**src/rtl/alarm_manager.sv**
```systemverilog
// alarm_manager: multi-channel BCD alarm with a ring/snooze/dismiss state machine.
// Define ALARM_SNOOZE_LIMIT_EN to cap snooze presses per alarm event at MAX_SNOOZE.
module alarm_manager #(
  parameter int unsigned NUM_ALARMS       = 2,
  parameter int unsigned SNOOZE_MIN       = 9,
  parameter int unsigned RING_TIMEOUT_MIN = 5,
  parameter int unsigned MAX_SNOOZE       = 3,
  localparam int unsigned ID_W            = (NUM_ALARMS > 1) ? $clog2(NUM_ALARMS) : 1
) (
  input  logic                     clk,
  input  logic                     rst_n,
  input  logic                     time_mode_detected,
  input  logic                     min_tick,
  input  logic [15:0]              time_bcd,
  input  logic [16*NUM_ALARMS-1:0] alarm_bcd,
  input  logic [NUM_ALARMS-1:0]    alarm_en,
  input  logic                     snooze_btn,
  input  logic                     dismiss_btn,
  output logic                     activate_alarm,
  output logic                     snoozing,
  output logic [ID_W-1:0]          alarm_id
);

  localparam int unsigned RingCntW = (RING_TIMEOUT_MIN > 1) ? $clog2(RING_TIMEOUT_MIN) : 1;
  localparam int unsigned SnzCntW  = (SNOOZE_MIN > 1) ? $clog2(SNOOZE_MIN) : 1;

  typedef enum logic [1:0] {StIdle, StRinging, StSnooze} state_e;

  state_e                state_q, state_d;
  logic [ID_W-1:0]       id_q, id_d;
  logic [RingCntW-1:0]   ring_cnt_q, ring_cnt_d;
  logic [SnzCntW-1:0]    snz_cnt_q, snz_cnt_d;
  logic [NUM_ALARMS-1:0] match_prev_q, eq, rise;
  logic                  activate_q, snoozing_q;
  logic                  trigger;
  logic [ID_W-1:0]       channel;

`ifdef ALARM_SNOOZE_LIMIT_EN
  localparam int unsigned UsedW = (MAX_SNOOZE > 0) ? $clog2(MAX_SNOOZE + 1) : 1;
  logic [UsedW-1:0] used_q, used_d;
`endif

  always_comb begin
    for (int i = 0; i < NUM_ALARMS; i++) begin
      eq[i] = (time_bcd == alarm_bcd[16*i +: 16]) && alarm_en[i];
    end
    // Edge detect on ungated eq so a mode toggle never re-arms a match.
    rise    = eq & ~match_prev_q;
    trigger = (|rise) && time_mode_detected;
    channel = '0;
    for (int i = NUM_ALARMS - 1; i >= 0; i--) begin
      if (rise[i]) channel = ID_W'(i);
    end
  end

  always_comb begin
    state_d    = state_q;
    id_d       = id_q;
    ring_cnt_d = ring_cnt_q;
    snz_cnt_d  = snz_cnt_q;
`ifdef ALARM_SNOOZE_LIMIT_EN
    used_d     = used_q;
`endif
    unique case (state_q)
      StIdle: begin
        if (trigger) begin
          state_d    = StRinging;
          id_d       = channel;
          ring_cnt_d = '0;
`ifdef ALARM_SNOOZE_LIMIT_EN
          used_d     = '0;
`endif
        end
      end
      StRinging: begin
        if (dismiss_btn) begin
          state_d = StIdle;
        end else if (snooze_btn) begin
`ifdef ALARM_SNOOZE_LIMIT_EN
          if (used_q == UsedW'(MAX_SNOOZE)) begin
            state_d = StIdle;
          end else begin
            state_d   = StSnooze;
            snz_cnt_d = '0;
            used_d    = used_q + 1'b1;
          end
`else
          state_d   = StSnooze;
          snz_cnt_d = '0;
`endif
        end else if (min_tick) begin
          if (ring_cnt_q == RingCntW'(RING_TIMEOUT_MIN - 1)) state_d = StIdle;
          else ring_cnt_d = ring_cnt_q + 1'b1;
        end
      end
      StSnooze: begin
        if (dismiss_btn) begin
          state_d = StIdle;
        end else if (min_tick) begin
          if (snz_cnt_q == SnzCntW'(SNOOZE_MIN - 1)) begin
            state_d    = StRinging;
            ring_cnt_d = '0;
          end else begin
            snz_cnt_d = snz_cnt_q + 1'b1;
          end
        end
      end
      default: state_d = StIdle;
    endcase
    // Disabling the owning channel overrides every button and tick.
    if (state_q != StIdle && !alarm_en[id_q]) state_d = StIdle;
  end

  always_ff @(posedge clk or negedge rst_n) begin
    if (!rst_n) begin
      state_q      <= StIdle;
      id_q         <= '0;
      ring_cnt_q   <= '0;
      snz_cnt_q    <= '0;
      match_prev_q <= '1;
      activate_q   <= 1'b0;
      snoozing_q   <= 1'b0;
`ifdef ALARM_SNOOZE_LIMIT_EN
      used_q       <= '0;
`endif
    end else begin
      state_q      <= state_d;
      id_q         <= id_d;
      ring_cnt_q   <= ring_cnt_d;
      snz_cnt_q    <= snz_cnt_d;
      match_prev_q <= eq;
      activate_q   <= (state_d == StRinging);
      snoozing_q   <= (state_d == StSnooze);
`ifdef ALARM_SNOOZE_LIMIT_EN
      used_q       <= used_d;
`endif
    end
  end

  assign activate_alarm = activate_q;
  assign snoozing       = snoozing_q;
  assign alarm_id       = id_q;

endmodule
```
**config.mk**
```make
export PLATFORM = sky130hd
export DESIGN_NAME = alarm_manager
export DESIGN_NICKNAME = d
export VERILOG_FILES = /design/src/rtl/alarm_manager.sv
export SDC_FILE = /design/constraint.sdc
export NUM_CORES = 1
export LEC_CHECK = 0
export BUFFER_PORTS_ARGS = -buffer_cell sky130_fd_sc_hd__buf_2
export CELL_PAD_IN_SITES_DETAIL_PLACEMENT = 2
export CELL_PAD_IN_SITES_GLOBAL_PLACEMENT = 2
export CORE_MARGIN = 5
export CORE_UTILIZATION = 25
export DETAILED_ROUTE_END_ITERATION = 8
export PLACE_DENSITY_LB_ADDON = 0.1
export SLEW_MARGIN = 40
export SYNTH_ARGS = -nofsm -noshare
export SYNTH_HDL_FRONTEND = slang
export SYNTH_SLANG_ARGS = --single-unit
```
**constraint.sdc**
```tcl
create_clock -name clk -period 2.6 [get_ports clk]
set_input_delay 0.52 -clock clk [delete_from_list [all_inputs] [get_ports clk]]
set_output_delay 0.52 -clock clk [all_outputs]
set_load 0.01 [all_outputs]
```
==> summary.txt, run 1 <==
Clocking
  – Clock root buffer: clkbuf_8
  – CTS Buf Count: 3
  – CTS resizes: 0
  – CTS sink cnt: 14
  – Clk_lat worst skew: 0.24 ns
  – Post-CTS setup buffer count: 0
  – CTS tree: built
  – Worst-path clk slew: 0.06 ns
  – Clock Tree Buf Depth: 2
  – CTS Hold Bufs: 0
  – H-Tree Depth: 1

Critical path
  – Critical path's largest stage delay: 0.44 ns
  – R2r worst-path depth: 7
  – Reg-to-reg startpoint: ring_cnt_q[0]$_DFFE_PN0P_
  – Critical-path cell list: inv_1 -> ha_1 -> a211oi_1 -> nand2_1 -> o21a_1 -> a221o_1 -> a31o_1
  – CP Launch Type: flop
  – Critical path class: reg -> reg
  – Flop2flop setup slack: 0.47 ns
  – WP data arrival: 2.26 ns
  – RR Endpoint: ring_cnt_q[0]$_DFFE_PN0P_
  – Crit Path Max Fanout: 5
  – Worst Setup End Kind: flop
  – Slowest CP cell: a211oi_1
  – CP Data Required Time: 2.73 ns

Place
  – # placed instances: 265
  – Placed inst area: 1580 µm²
  – Buffers on Ports: 58
  – Final GP Congestion: 0.788
  – Detailed placement HPWL: 3.69 mm

Power
  – P_int: 0.426 mW
  – Clock share of power: 36.7%
  – Net Sw Frac: 27.2%
  – P_sw: 0.159 mW
  – Combinational share of power: 24.2%
  – Leakage: 0.778 nW
  – Peak VDD IR: 0.000140 V
  – Pwr dens: 358 nW/µm²
  – Reg power frac: 39.1%

GRT
  – Largest net degree at the start of global routing: 15
  – GRT Util Overall: 13.6%
  – Total gr overflow: 0
  – Vias in the first global route: 1,472
  – Initial antenna violation count: 0
  – First-pass GRT wire length: 6.78 mm

Routing
  – Vias/cell: 4.77
  – Vias: 1,284
  – DRT antenna net count: 0
  – Wire per inst: 15.5 µm
  – Residual DRC count: 0
  – DRT iter0 DRCs: 15
  – Post-Route WL: 4.16 mm
  – Pre-antenna DRT Iters: 4

Yosys
  – Most frequent cells after synthesis: xor2_1 (20), nor2_1 (16), dfrtp_1 (12), inv_1 (11)
  – Synth Flop Type: dfrtp_1
  – Distinct cells, synth: 43
  – Ys Warns: 0
  – Largest cells by area after synthesis: dfrtp_1 (25%), xor2_1 (14%), xnor2_1 (5.7%)
  – Ys async rst share: 100%
  – Mapped Area: 1220 µm²
  – Flops & latches, synth: 14
  – Count leader, synth: xor2_1
  – Mean Syn Cell Area: 8.52 µm²
  – Synth area leader: dfrtp_1
  – Post-synth EDFFs: 0
  – Post-Syn Instances: 143
  – Syn Nets: 203
  – Yosys top cell area share: 24.6%
  – Seq/Total Area, Yosys: 29.0%

Flow run
  – Maxcap violations: 0

Layout
  – Fin area: 1640 µm²
  – Post-layout util: 34.6%
  – Layout cells sized above 1: 32.2%
  – Nets: 263
  – Layout Cells excl Fill: 269
  – Syn-to-layout area delta: 34.3%
  – ANT cells: 0

Floorplan
  – Die Area: 6370 µm²
  – Initial Utilization: 25.8%
  – Core Area: 4720 µm²
  – Chip width: 79.8 µm
  – Row Count: 25
  – DIE HEIGHT: 79.8 µm
  – I/O Pins: 59

Timing
  – Setup violators final: 0
  – Fmax achieved: 470 MHz
  – Final Hold Violating Endpoints: 0
  – Worst slew pin tran: 0.570 ns
  – Clk_skew: 0.00103 ns
  – Slew HR: 61.9%
  – Slew Viols, Final: 0
  – Tmin final: 2.13 ns
  – Final period utilization: 81.8%
  – RSZ-0062 raised after global routing: false
  – Setup TNS: 0 ns

Status
  – Outcome: complete, no violations

Worst hold path
  – Hold/Removal Path Class: in -> async
-- worst max path at each step --
| stage | startpoint | to | cells past startpoint |
|---|---|---|---|
| floorplan | time_bcd[0] | ring_cnt_q[0]$_DFFE_PN0P_ | 5 |
| CTS | ring_cnt_q[0]$_DFFE_PN0P_ | ring_cnt_q[0]$_DFFE_PN0P_ | 7 |
| global placement | time_bcd[9] | ring_cnt_q[0]$_DFFE_PN0P_ | 6 |
| detailed placement | time_bcd[9] | ring_cnt_q[0]$_DFFE_PN0P_ | 6 |
| global route | ring_cnt_q[0]$_DFFE_PN0P_ | ring_cnt_q[0]$_DFFE_PN0P_ | 7 |
| finish | ring_cnt_q[0]$_DFFE_PN0P_ | ring_cnt_q[0]$_DFFE_PN0P_ | 7 |
-- registers in the layout, summed over array words and instances, names as in the netlist --
signal          cells
snz_cnt_q           4
ring_cnt_q          3
match_prev_q        2
state_q             2
activate_alarm      1
alarm_id            1
snoozing            1
-- cell type report --
| class | instances | area (µm²) |
|---|---|---|
| Clock buffer | 4 | 55.1 |
| Fill cell | 563 | 3090 |
| Sequential cell | 14 | 353 |
| Multi-Input combinational cell | 115 | 813 |
| Tap cell | 67 | 83.8 |
| Inverter | 11 | 41.3 |
| Timing Repair Buffer | 58 | 290 |
-- routing by layer --
layer,track usage (%),vias to the layer above,routed length (µm)
li1,-,632,-
met1,15.2,613,1680
met2,25.5,37,2210
met3,2.48,2,237
met4,4.56,0,40
met5,0,-,0
-- kinds of logic after synthesis --
kind of cell	after synthesis	share of synthesized area [%]
AO/OA/AOI/OAI	28	17.4
AND/OR/NAND/NOR	53	23.5
buffers and inverters	14	4.31
adder cells (fa/ha/maj)	5	4.93
flip-flops	14	29.0
XOR/XNOR	28	20.1
multiplexers	1	0.821
-- worst max-delay path, delay by kind of cell (launching register included) --
| family | cells | cell delay (ns) |
|---|---|---|
| adder cells (fa/ha/maj) | 1 | 0.23 |
| flip-flops | 1 | 0.42 |
| AO/OA/AOI/OAI | 4 | 1.13 |
| buffers and inverters | 1 | 0.09 |
| AND/OR/NAND/NOR | 1 | 0.14 |
-- power groups by stage --
stage	Combinational, mW	Sequential [mW]	Clock [mW]
floorplan	0.0652	0.231	0
global placement	0.138	0.232	0
detailed placement	0.144	0.233	0
CTS	0.146	0.229	0.224
global route	0.159	0.229	0.233
finish	0.142	0.229	0.215
-- per-stage QoR --
| step | power [mW] | setup WS [ns] | hold WS, ns |
|---|---|---|---|
| CTS | 0.598 | 0.446 | 0.181 |
| detailed placement | 0.376 | 0.415 | 0.445 |
| global route | 0.622 | 0.320 | 0.190 |
| finish | 0.585 | 0.473 | 0.173 |
| global placement | 0.371 | 0.407 | 0.449 |
| floorplan | 0.296 | 0.691 | 0.224 |
-- cells in the final DEF, fill, tap and decap left out, types with 2 or more instances in the layout --
cell      instances
o21ai_0           6
nor3_1            4
nor3b_1           2
nand2_1           8
xor2_1           20
a222oi_1          2
or3_1             2
dfrtp_1          12
nor4_1            4
a211oi_1          2
clkbuf_8          4
a41oi_1           2
a21oi_1           2
dfstp_2           2
nand4_1           3
xnor2_1           8
ha_1              4
nand2b_1          5
nand3_1           2
inv_1            11
buf_2            58
nor2_1           16
nand4b_1          2
No activity file was read; power rests on OpenSTA's default activity.
==> inputs of run 2 (changes only) <==
- clock period: 2.6 -> 2.19 ns (I/O delays scaled with it)
==> run 2 against run 1 <==
  * Clock power increased by 21%
  * Fmax up 6.0%
  * Die area unchanged
  * Non-clock buffer count up 2
  * Largest cell class unchanged
  * Via count grew 1.4%
  * Design area increased by 0.92%
  * Combinational power grew 19%
  * Critical path depth is the same
  * Clock-buffer cell count unchanged
  * Hold slack lost 0.084 ns
  * Clock skew barely moved
  * Power is 20% higher
==> summary.txt, run 2 (same netlist as run 1, synthesis figures left out) <==
Floorplan
  – Die Area: 6370 µm² (unchanged)
  – I/O Pins: 59 (unchanged)
  – Initial Utilization: 25.8% (unchanged)
  – Row Count: 25 (unchanged)
  – DIE HEIGHT: 79.8 µm (unchanged)
  – Core Area: 4720 µm² (unchanged)
  – Chip width: 79.8 µm (unchanged)

Place
  – Detailed placement HPWL: 3.73 mm (+1.0%)
  – # placed instances: 267 (+0.75%)
  – Final GP Congestion: 0.771 (-2.1%)
  – Buffers on Ports: 58 (unchanged)

Layout
  – Layout cells sized above 1: 32.8% (+0.66 points)
  – Nets: 265 (+0.76%)
  – Layout Cells excl Fill: 271 (+0.74%)
  – Syn-to-layout area delta: 35.5%
  – Filler cells: 567 (+0.71%)
  – Largest register FFs: 4 (unchanged)
  – ANT cells: 0 (unchanged)
  – Commonest non-fill, non-tap cell in the layout: buf_2
  – Top reg by flops: snz_cnt_q
  – Most frequent cells in the layout: buf_2 (58), xor2_1 (20), nor2_1 (16)
  – Post-layout util: 35.0% (+0.32 points)
  – Largest registers: snz_cnt_q x4, ring_cnt_q x3

Critical path
  – WP data arrival: 2.15 ns (-0.11 ns)
  – Critical path's largest stage delay: 0.43 ns (about the same)
  – CP Launch Type: flop
  – Worst setup path startpoint: ring_cnt_q[0]$_DFFE_PN0P_
  – Critical path class: reg -> reg
  – Reg-to-reg startpoint: ring_cnt_q[0]$_DFFE_PN0P_
  – Critical-path cell list: inv_1 -> ha_1 -> a211oi_1 -> nand2_1 -> o21a_1 -> a221o_1 -> a31o_1
  – Crit Path Max Fanout: 5 (unchanged)
  – Slowest CP cell: dfrtp_1
  – Worst Setup End Kind: flop
  – CP Data Required Time: 2.33 ns (-0.40 ns)

Timing
  – Slew HR: 59.6% (-2.4 points)
  – Fmax achieved: 498 MHz (+6.0%)
  – Slew Viols, Final: 0 (unchanged)
  – Final period utilization: 91.6% (+9.8 points)
  – RSZ-0062 raised after global routing: false
  – Tmin final: 2.01 ns (-0.121 ns)
  – Hold_ws: 0.0890 ns (-0.0840 ns)
  – Final Hold Violating Endpoints: 0 (unchanged)
  – Clk_skew: 0.000828 ns (-0.000198 ns)
  – Worst slew pin tran: 0.605 ns (+0.0352 ns)
  – Setup TNS: 0 ns (unchanged)
  – Setup violators final: 0 (unchanged)

Clocking
  – CTS tree: built
  – Clock Tree Buf Depth: 2 (unchanged)
  – Post-CTS setup buffer count: 0 (unchanged)
  – H-Tree Depth: 1 (unchanged)
  – Worst-path clk slew: 0.06 ns (about the same)
  – Clock root buffer: clkbuf_8
  – CTS Buf Count: 3 (unchanged)
  – CTS Hold Bufs: 0 (unchanged)
  – Clk_lat worst skew: 0.25 ns (about the same)
  – CTS resizes: 0 (unchanged)
  – CTS sink cnt: 14 (unchanged)

Flow run
  – Maxcap violations: 0 (unchanged)

GRT
  – Initial antenna violation count: 0 (unchanged)
  – Largest net degree at the start of global routing: 15 (unchanged)
  – Total gr overflow: 0 (unchanged)
  – Vias in the first global route: 1,458 (-0.95%)
  – GRT Util Overall: 13.8% (+0.18 points)
  – First-pass GRT wire length: 6.76 mm (-0.29%)

Power
  – Leakage: 0.788 nW (+1.3%)
  – Pwr dens: 425 nW/µm² (+19%)
  – Peak VDD IR: 0.000159 V (+13%)

Status
  – Outcome: complete, no violations

Routing
  – Vias/cell: 4.80 (+0.65%)
  – Wire per inst: 15.8 µm (+2.1%)
  – Post-Route WL: 4.28 mm (+2.9%)
  – DRT iter0 DRCs: 46 (+31)
  – DRT antenna net count: 0 (unchanged)
  – Vias: 1,302 (+1.4%)
  – Residual DRC count: 0 (unchanged)
  – Pre-antenna DRT Iters: 4 (unchanged)

Worst hold path
  – Hold/Removal Path Class: in -> async
[run 2: worst paths after layout]
kind                                                  end  slack, ns  cells after the start
min in group clk                match_prev_q[0]$_DFF_PN1_       0.48                      3
worst min register to register   snz_cnt_q[0]$_DFFE_PN0P_       0.57                      2
worst max-delay path            ring_cnt_q[0]$_DFFE_PN0P_       0.18                      7
worst max register to register  ring_cnt_q[0]$_DFFE_PN0P_       0.18                      7
worst min-delay path            ring_cnt_q[2]$_DFFE_PN0P_       0.09                      1
max in group asynchronous       match_prev_q[1]$_DFF_PN1_       1.80                      1
[run 2: layer usage]
| layer | routed length, µm | vias to the layer above | global-route usage (%) |
|---|---|---|---|
| met5 | 0 | - | 0 |
| met4 | 68 | 0 | 5.57 |
| met3 | 290 | 5 | 3.16 |
| met2 | 2280 | 42 | 26.3 |
| met1 | 1640 | 619 | 14.3 |
| li1 | - | 636 | - |
[run 2: area by class of cell]
type                    instances  area (µm²)  share of cell area [%]
inverters                      11        41.3                    2.50
well taps                      67        83.8                    5.08
multi-input cells             115         813                    49.2
repair buffers                 60         305                    18.5
clock buffers                   4        55.1                    3.33
flip-flops and latches         14         353                    21.4
[run 2: power by group]
group	switching [mW]	internal [mW]	total, mW	leakage [nW]
Clock	0.102	0.160	0.261	0.0288
Combinational	0.0856	0.0833	0.169	0.590
Sequential	0.00726	0.264	0.272	0.170
Total	0.195	0.507	0.702	0.788
[run 2: per-stage QoR]
step | cell area, µm² | total power, mW | setup slack [ns]
finish | 1650 | 0.702 | 0.184
detailed placement | 1600 | 0.447 | 0.0777
global placement | 1600 | 0.442 | 0.0812
floorplan | 1220 | 0.351 | 0.351
global route | 1650 | 0.744 | 0.0242
CTS | 1650 | 0.716 | 0.165
[run 2: worst max-delay path, delay by kind of cell, from the launching register on]
| family | cells | cell delay (ns) |
|---|---|---|
| flip-flops | 1 | 0.43 |
| AO/OA/AOI/OAI | 4 | 1.04 |
| AND/OR/NAND/NOR | 1 | 0.13 |
| adder cells (fa/ha/maj) | 1 | 0.22 |
| buffers and inverters | 1 | 0.08 |
==> inputs of run 3 (changes only) <==
- CELL_PAD_IN_SITES_DETAIL_PLACEMENT: 2 -> 1
==> run 3 against run 2 <==
  * Non-clock buffer count did not move
  * Sequential power about the same
  * Critical path type unchanged
  * Combinational power barely moved
  * Largest power group unchanged
  * Critical endpoint unchanged
  * Clock power shrank 5%
  * Flip-flop and latch count unchanged
  * Clock skew is 0.0013 ns higher
  * Design area unchanged
  * Routed wire length is 8.4% lower
  * Die area did not move
  * Hold slack improved by 0.0019 ns
==> summary.txt, run 3 (same netlist as run 1, synthesis figures left out) <==
Timing
  – Fmax achieved: 506 MHz (+1.6%)
  – Setup violators final: 0 (unchanged)
  – Clk_skew: 0.00211 ns (+0.00128 ns)
  – Slew HR: 58.9% (-0.70 points)
  – Slew Viols, Final: 0 (unchanged)
  – RSZ-0062 raised after global routing: false
  – Worst slew pin tran: 0.616 ns (+0.0105 ns)
  – Tmin final: 1.97 ns (-0.0314 ns)
  – Final Hold Violating Endpoints: 0 (unchanged)
  – Final period utilization: 90.2% (-1.4 points)
  – Setup TNS: 0 ns (unchanged)

Critical path
  – Critical-path cell list: inv_1 -> ha_1 -> a211oi_1 -> nand2_1 -> o21a_1 -> a221o_1 -> a31o_1
  – CP Data Required Time: 2.32 ns (about the same)
  – Slowest CP cell: dfrtp_1
  – Critical path's largest stage delay: 0.41 ns (-0.02 ns)
  – Critical path class: reg -> reg
  – Crit Path Max Fanout: 5 (unchanged)
  – CP Launch Type: flop
  – Worst Setup End Kind: flop
  – WP data arrival: 2.10 ns (-0.05 ns)

GRT
  – Initial antenna violation count: 0 (unchanged)
  – GRT Util Overall: 12.9% (-0.91 points)
  – First-pass GRT wire length: 6.49 mm (-4.0%)
  – Total gr overflow: 0 (unchanged)
  – Largest net degree at the start of global routing: 15 (unchanged)
  – Vias in the first global route: 1,447 (-0.75%)

Power
  – Pwr dens: 415 nW/µm² (-2.3%)
  – Combinational share of power: 24.4% (+0.3 points)
  – P_int: 0.506 mW (-0.16%)
  – Net Sw Frac: 26.2% (-1.6 points)
  – Clock share of power: 36.0% (-1.2 points)
  – Overall power: 0.686 mW (-2.3%)
  – Reg power frac: 39.6% (+0.9 points)
  – Leakage: 0.788 nW (unchanged)
  – P_sw: 0.179 mW (-7.9%)
  – Peak VDD IR: 0.000183 V (+15%)

Floorplan
  – DIE HEIGHT: 79.8 µm (unchanged)
  – Die Area: 6370 µm² (unchanged)
  – Core Area: 4720 µm² (unchanged)
  – Chip width: 79.8 µm (unchanged)
  – Initial Utilization: 25.8% (unchanged)
  – I/O Pins: 59 (unchanged)
  – Row Count: 25 (unchanged)

Layout
  – Top reg by flops: snz_cnt_q
  – Syn-to-layout area delta: 35.5% (unchanged)
  – Multi-input gate area: 813 µm² (unchanged)
  – Fin area: 1650 µm² (unchanged)
  – Nets: 265 (unchanged)
  – Layout Cells excl Fill: 271 (unchanged)
  – Largest register FFs: 4 (unchanged)
  – Layout cells sized above 1: 32.8% (unchanged)
  – Commonest non-fill, non-tap cell in the layout: buf_2
  – Most frequent cells in the layout: buf_2 (58), xor2_1 (20), nor2_1 (16)
  – ANT cells: 0 (unchanged)
  – Filler cells: 601 (+6.0%)
  – Largest registers: snz_cnt_q x4, ring_cnt_q x3
  – FF+latch area: 353 µm² (unchanged)

Clocking
  – CTS Buf Count: 3 (unchanged)
  – H-Tree Depth: 1 (unchanged)
  – CTS resizes: 0 (unchanged)
  – CTS tree: built
  – Clock Tree Buf Depth: 2 (unchanged)
  – Clock root buffer: clkbuf_8
  – CTS Hold Bufs: 0 (unchanged)
  – CTS sink cnt: 14 (unchanged)
  – Worst-path clk slew: 0.06 ns (about the same)
  – Post-CTS setup buffer count: 0 (unchanged)
  – Clk_lat worst skew: 0.24 ns (about the same)

Place
  – Placed inst area: 1600 µm² (unchanged)
  – # placed instances: 267 (unchanged)
  – Buffers on Ports: 58 (unchanged)
  – Final GP Congestion: 0.771 (unchanged)
  – Detailed placement HPWL: 3.49 mm (-6.5%)

Routing
  – Vias/cell: 4.68 (-2.5%)
  – Post-Route WL: 3.92 mm (-8.4%)
  – Wire per inst: 14.5 µm (-8.4%)
  – Vias: 1,269 (-2.5%)
  – DRT iter0 DRCs: 44 (-4.3%)
  – Residual DRC count: 0 (unchanged)
  – Pre-antenna DRT Iters: 4 (unchanged)
  – DRT antenna net count: 0 (unchanged)

Worst hold path
  – Hold/Removal Path Class: in -> async

Flow run
  – Maxcap violations: 0 (unchanged)

Status
  – Outcome: complete, no violations
run 3: cell counts in the layout (fill, tap and decap cells not counted):
Identical to the previous run, type by type.
run 3: through the flow:
stage / hold slack [ns] / setup WS (ns) / utilization (%)
floorplan: 0.142 / 0.351 / -
global placement: 0.366 / 0.0812 / 33.8
detailed placement: 0.370 / 0.0579 / 33.8
CTS: 0.111 / 0.186 / 35.0
global route: 0.120 / 0.0421 / 35.0
finish: 0.0909 / 0.215 / 35.0
run 3: final timing paths:
| kind | startpoint | end | slack [ns] | cells past startpoint |
|---|---|---|---|---|
| worst max-delay path | ring_cnt_q[0]$_DFFE_PN0P_ | ring_cnt_q[0]$_DFFE_PN0P_ | 0.22 | 7 |
| worst max register to register | ring_cnt_q[0]$_DFFE_PN0P_ | ring_cnt_q[0]$_DFFE_PN0P_ | 0.22 | 7 |
| min in group clk | alarm_en[0] | match_prev_q[0]$_DFF_PN1_ | 0.48 | 3 |
| worst min register to register | snz_cnt_q[3]$_DFFE_PN0P_ | snz_cnt_q[3]$_DFFE_PN0P_ | 0.56 | 2 |
| max in group asynchronous | rst_n | match_prev_q[0]$_DFF_PN1_ | 1.80 | 1 |
| worst min-delay path | rst_n | ring_cnt_q[2]$_DFFE_PN0P_ | 0.09 | 1 |
run 3: area by class of cell:
cell class,count,share of cell area (%)
Tap cell,67,5.08
Inverter,11,2.50
Multi-Input combinational cell,115,49.2
Timing Repair Buffer,60,18.5
Clock buffer,4,3.33
Sequential cell,14,21.4
run 3: metal layers:
metal / global-route usage (%) / up-vias / wire [µm]
met4: 3.55 / 0 / 38
met1: 15.4 / 589 / 1660
li1: - / 639 / -
met2: 23.3 / 37 / 2010
met5: 0 / - / 0
met3: 2.37 / 4 / 203
run 3: power groups by stage:
stage          Combinational, mW  Clock, mW  Sequential [mW]
2_1_floorplan             0.0774          0            0.274
3_3_place_gp               0.166          0            0.276
3_5_place_dp               0.170          0            0.276
4_1_cts                    0.171      0.257            0.271
5_1_grt                    0.191      0.270            0.272
6_report                   0.167      0.247            0.272
run 3: worst max-delay path: cells and delay by family (launching register included):
| family | cells | cell delay (ns) |
|---|---|---|
| buffers and inverters | 1 | 0.09 |
| adder cells (fa/ha/maj) | 1 | 0.22 |
| AND/OR/NAND/NOR | 1 | 0.12 |
| flip-flops | 1 | 0.41 |
| AO/OA/AOI/OAI | 4 | 1.02 |
